**src/rtl/register_file_multiport.sv**
```systemverilog
// Multiport register file: two write ports, three combinational read ports, per-register pending scoreboard.
// Optional write-first read forwarding is enabled by defining REGFILE_BYPASS_EN.
module register_file_multiport #(
  parameter int DATA_WIDTH = 32,
  parameter int ADDR_WIDTH = 5,
  parameter int ZERO_REG   = 1
) (
  input  logic                  clock,
  input  logic                  reset,
  input  logic                  write_enabled_a,
  input  logic [ADDR_WIDTH-1:0] register_destiny_a,
  input  logic [DATA_WIDTH-1:0] write_data_a,
  input  logic                  write_enabled_b,
  input  logic [ADDR_WIDTH-1:0] register_destiny_b,
  input  logic [DATA_WIDTH-1:0] write_data_b,
  input  logic                  reserve_enabled,
  input  logic [ADDR_WIDTH-1:0] register_reserve,
  input  logic [ADDR_WIDTH-1:0] register_source1,
  input  logic [ADDR_WIDTH-1:0] register_source2,
  input  logic [ADDR_WIDTH-1:0] register_source3,
  output logic [DATA_WIDTH-1:0] register_base_out1,
  output logic [DATA_WIDTH-1:0] register_base_out2,
  output logic [DATA_WIDTH-1:0] register_base_out3,
  output logic                  pending1,
  output logic                  pending2,
  output logic                  pending3,
  output logic                  write_collision
);

  localparam int                    DEPTH     = 1 << ADDR_WIDTH;
  localparam logic                  ZERO_EN   = (ZERO_REG != 0);
  localparam logic [ADDR_WIDTH-1:0] ADDR_ZERO = {ADDR_WIDTH{1'b0}};

  logic [DATA_WIDTH-1:0] regs_r [DEPTH];
  logic [DEPTH-1:0]      pending_r;
  logic                  collision_r;

  logic                  we_a_s;
  logic                  we_b_s;
  logic                  res_s;
  logic                  collision_s;
  logic [ADDR_WIDTH-1:0] src_s   [3];
  logic [DATA_WIDTH-1:0] rdata_s [3];
  logic                  rpend_s [3];

  // Qualified write/reserve strobes; the hardwired-zero register and an asserted reset drop them.
  always_comb begin
    we_a_s      = write_enabled_a & ~reset & ~(ZERO_EN & (register_destiny_a == ADDR_ZERO));
    we_b_s      = write_enabled_b & ~reset & ~(ZERO_EN & (register_destiny_b == ADDR_ZERO));
    res_s       = reserve_enabled & ~reset & ~(ZERO_EN & (register_reserve == ADDR_ZERO));
    collision_s = we_a_s & we_b_s & (register_destiny_a == register_destiny_b);
  end

  // Register array, scoreboard and collision flag; B beats A, a reserve beats a same-cycle write.
  always_ff @(posedge clock or posedge reset) begin
    if (reset) begin
      for (int i = 0; i < DEPTH; i++) begin
        regs_r[i] <= {DATA_WIDTH{1'b0}};
      end
      pending_r   <= {DEPTH{1'b0}};
      collision_r <= 1'b0;
    end else begin
      for (int i = 0; i < DEPTH; i++) begin
        if (we_b_s && (register_destiny_b == ADDR_WIDTH'(i))) begin
          regs_r[i] <= write_data_b;
        end else if (we_a_s && (register_destiny_a == ADDR_WIDTH'(i))) begin
          regs_r[i] <= write_data_a;
        end
        if (res_s && (register_reserve == ADDR_WIDTH'(i))) begin
          pending_r[i] <= 1'b1;
        end else if ((we_a_s && (register_destiny_a == ADDR_WIDTH'(i))) ||
                     (we_b_s && (register_destiny_b == ADDR_WIDTH'(i)))) begin
          pending_r[i] <= 1'b0;
        end
      end
      collision_r <= collision_s;
    end
  end

  assign src_s[0] = register_source1;
  assign src_s[1] = register_source2;
  assign src_s[2] = register_source3;

  // Read ports: state lookup, optional same-cycle forwarding, then zero-register masking.
  always_comb begin
    for (int p = 0; p < 3; p++) begin
      rdata_s[p] = regs_r[src_s[p]];
      rpend_s[p] = pending_r[src_s[p]];
`ifdef REGFILE_BYPASS_EN
      if (we_b_s && (register_destiny_b == src_s[p])) begin
        rdata_s[p] = write_data_b;
        rpend_s[p] = res_s && (register_reserve == src_s[p]);
      end else if (we_a_s && (register_destiny_a == src_s[p])) begin
        rdata_s[p] = write_data_a;
        rpend_s[p] = res_s && (register_reserve == src_s[p]);
      end else begin
        rdata_s[p] = regs_r[src_s[p]];
        rpend_s[p] = pending_r[src_s[p]];
      end
`endif
      rdata_s[p] = (ZERO_EN && (src_s[p] == ADDR_ZERO)) ? {DATA_WIDTH{1'b0}} : rdata_s[p];
      rpend_s[p] = (ZERO_EN && (src_s[p] == ADDR_ZERO)) ? 1'b0 : rpend_s[p];
    end
  end

  assign register_base_out1 = rdata_s[0];
  assign register_base_out2 = rdata_s[1];
  assign register_base_out3 = rdata_s[2];
  assign pending1           = rpend_s[0];
  assign pending2           = rpend_s[1];
  assign pending3           = rpend_s[2];
  assign write_collision    = collision_r;

endmodule

```
**config.mk**
```make
export PLATFORM = sky130hd
export DESIGN_NAME = register_file_multiport
export DESIGN_NICKNAME = d
export VERILOG_FILES = /design/src/rtl/register_file_multiport.sv
export SDC_FILE = /design/constraint.sdc
export NUM_CORES = 2
export LEC_CHECK = 0
export CAP_MARGIN = 20
export CORE_UTILIZATION = 45
export CTS_BUF_LIST = sky130_fd_sc_hd__clkbuf_16
export DETAILED_ROUTE_END_ITERATION = 10
export GPL_TIMING_DRIVEN = 1
export MAX_ROUTING_LAYER = met4
export PLACE_DENSITY_LB_ADDON = 0.25
export RECOVER_POWER = 50
export SLEW_MARGIN = 5
export SYNTH_ARGS = -nofsm -noshare
export SYNTH_HDL_FRONTEND = slang
export SYNTH_SLANG_ARGS = --single-unit
```
**constraint.sdc**
```tcl
create_clock -name clock -period 49 [get_ports clock]
set_input_delay 9.8 -clock clock [delete_from_list [all_inputs] [get_ports clock]]
set_output_delay 9.8 -clock clock [all_outputs]
set_load 0.05 [all_outputs]
```
==> summary.txt <==
Worst setup path
  – CP arrival: 15.47 ns
  – WP data required: 39.20 ns
  – Critical-path maximum fanout: 60
  – Setup CP Type: in2out
  – Crit path cell chain: buf_8, buf_4, buf_4, nor2_4, buf_4, a221oi_1, o21ai_0, a311oi_1, clkdlybuf4s50_1
  – Buf/Inv on CP: 5
  – CP Launch Type: input pin
  – Crit path largest cell delay: 1.04 ns
  – Crit path top cell by count: buf_4
  – Slowest-stage cell, CP: a311oi_1
  – Critical Path Sink Type: output port
  – Crit path max-delay family: buffers and inverters

Global routing
  – GRT Util Overall: 37.7%
  – First-pass GRT wire length: 444 mm
  – Initial antenna violation count: 15
  – GR Overflow Total: 0
  – Vias in the first global route: 60400
  – Largest net degree at the start of global routing: 140

CTS
  – H-tree Lvls: 4
  – CTS clock-pin slew for the worst setup and hold paths: 0.05 ns
  – Hold buffers post-CTS: 0
  – TritonCTS buffer count: 131
  – Root Buffer: clkbuf_16
  – Post-CTS Setup Inserts: 0
  – Clk sinks: 1057
  – Clock tree buffer depth: 3
  – CTS tree: built
  – Resize count post-CTS: 0
  – Worst skew pair latency: 0.80 ns

Pwr
  – Flop pwr share: 41.4%
  – Logic pwr share: 28.8%
  – Peak VDD IR: 0.0310 mV
  – Sw Share: 33.9%
  – Switching power: 1.06 mW
  – Pleak: 34.2 nW
  – Clock group share of total power: 29.8%
  – Total power: 3.13 mW
  – Power density over the cells: 38.7 nW/um^2
  – Internal Power: 2.07 mW

Logic synthesis
  – Post-synth net total: 6894
  – Netlist cell types: 66
  – Main synth FF type: dfrtp_1
  – Yosys reg bits: 1057
  – Mean Syn Cell Area: 11.0 sq um
  – Area contributors post-synth: dfrtp_1, mux4_2, mux2i_1
  – Yosys top cell area share: 35.5%
  – Gate Count Post-Synth: 6795
  – FFs w/ async S/R, synth: 100%
  – Post-Syn Area: 74500 sq um
  – YS warnings: 0
  – Area leader, netlist: dfrtp_1
  – Sequential area share after synthesis: 35.5%
  – Post-synth EDFFs: 0

Die
  – Initial Util: 45.6%
  – Number of I/O pins: 199
  – Die Wd: 409 microns
  – Rows: 148
  – Die ar.: 167000 sq um
  – Die height: 409 microns
  – Core area: 164000 sq um

Finish
  – Final Instance Count excl. Fillers: 8772
  – Synth-to-Final Area Change: 8.78%
  – Most frequent cells in the layout: mux2i_1, dfrtp_1, mux4_2, nor2_1, a21oi_1
  – Fin area: 81000 sq um
  – Commonest non-fill, non-tap cell in the layout: mux2i_1
  – # nets final: 6579
  – Final core utilization: 49.6%
  – Fill count: 14500
  – Share of layout cells above drive strength 1: 20.1%

Run status
  – Failing checks: max-capacitance violations, max-slew violations
  – Status: finished, violations left

Drt
  – Drt wl/cell: 35.3 microns
  – DR DRC count: 0
  – DR vias: 62200
  – Via density: 7.09
  – Routed wire length: 309 mm
  – Initial drt markers: 9685
  – Antenna-violating nets left: 0
  – Drt pass-1 iters: 9

Placement
  – GP Congestion: 0.928
  – Final HPWL from detailed placement: 174 mm
  – Placed cell areas: 77300 sq um
  – PortBufs: 198
  – DP Cell Count: 8518

STA
  – Relative slew slack: -256%
  – Hold Violations, Final: 0
  – Final worst-path cycle share: 51.6%
  – Worst slew pin tran: 5.35 ns
  – # setup viols final: 0
  – RSZ-0062 raised after global routing: no
  – F_max: 0.0396 GHz
  – Max Slew Vio Count: 1581
  – Tmin final: 25.27 ns
  – Final Skew: 0 ns
  – TNS Setup: 0 ns

Run
  – Max-cap violation count: 40

Worst hold path
  – Hold crit path type: reg2reg
==> area by class of cell <==
type / count / area (sq um) / share of cell area, %
Multi-Input combinational cell: 4858 / 44200 / 54.5
Sequential cell: 1057 / 26500 / 32.6
Timing Repair Buffer: 423 / 3580 / 4.42
Clock buffer: 137 / 3430 / 4.23
Tap cell: 2175 / 2720 / 3.36
Clock inverter: 98 / 563 / 0.695
Inverter: 9 / 42.5 / 0.0525
Antenna cell: 15 / 37.5 / 0.0463
==> worst register-to-register path: stages (launching register included) <==
cell     delay (ns)
dfrtp_1        0.42
mux2i_1        0.15
a21oi_1        0.10
==> final timing paths <==
kind | from | endpoint | slack [ns] | cells past startpoint
max in group asynchronous | reset | regs_r[715] | 29.31 | 7
setup / recovery | register_source3[1] | register_base_out3[27] | 23.73 | 9
hold reg to reg | regs_r[998] | regs_r[998] | 0.41 | 0
min in group asynchronous | reset | regs_r[990] | 11.57 | 3
setup reg to reg | regs_r[385] | regs_r[385] | 48.01 | 2
hold / removal | regs_r[998] | regs_r[998] | 0.41 | 0
==> power groups by stage <==
| stage | clock (mW) | sequential [mW] | combinational (mW) |
|---|---|---|---|
| global placement | 0 | 1.28 | 0.871 |
| CTS | 0.939 | 1.28 | 0.892 |
| global route | 0.972 | 1.32 | 0.959 |
| detailed placement | 0 | 1.30 | 0.891 |
| finish | 0.934 | 1.30 | 0.901 |
| floorplan | 0 | 1.23 | 0.695 |
==> kinds of logic after synthesis <==
group                  after synthesis  synth area share (%)
buffers and inverters              880                  5.60
multiplexers                      2001                  38.8
AND/OR/NAND/NOR                   1289                  7.53
XOR/XNOR                             3                0.0353
flip-flops                        1057                  35.5
AO/OA/AOI/OAI                     1565                  12.5
==> cells in the mapped netlist, types with 3 or more instances <==
cell type  instances
a211oi_1          99
a21oi_1          535
a21oi_2           17
a221oi_1          70
a22o_1            13
a22oi_1          111
a311oi_1         100
a32o_1            12
and2_1             7
and3b_1            5
buf_1             34
buf_2            256
buf_4             88
buf_6             24
buf_8              3
clkbuf_1         465
dfrtp_1         1057
inv_1              9
mux2_2           163
mux2i_1         1145
mux4_2           693
nand2_1          467
nand2_2           13
nand2b_1           6
nand3_1           41
nand4_1            4
nor2_1           573
nor2_2             5
nor2_4             4
nor2b_1          111
nor3_1            14
nor3_4             3
nor3b_1            6
o2111ai_1         29
o21ai_0          427
o21ai_1          144
or2_1              3
or4_1              3
xnor2_1            3
==> through the flow <==
stage,worst slack [ns],hold WS (ns)
after detailed placement,23.89,0.403
after global placement,23.82,0.393
final,23.73,0.414
after CTS,23.88,0.415
after global routing,23.75,0.433
after floorplan,9.10,0.458
==> registers in the layout (all words and copies together), names as in the netlist <==
name and cells:
write_collision 1, regs_r 1024, pending_r 32
==> per-layer routing <==
metal | vias to the layer above | global-route usage, % | share of wire [%]
met1 | 31200 | 46.7 | 37
met2 | 4758 | 53.3 | 44
li1 | 25000 | - | -
met5 | - | - | 0
met3 | 1258 | 11.5 | 13
met4 | 0 | 24.0 | 7.1
(Power assumes the default switching activity.)
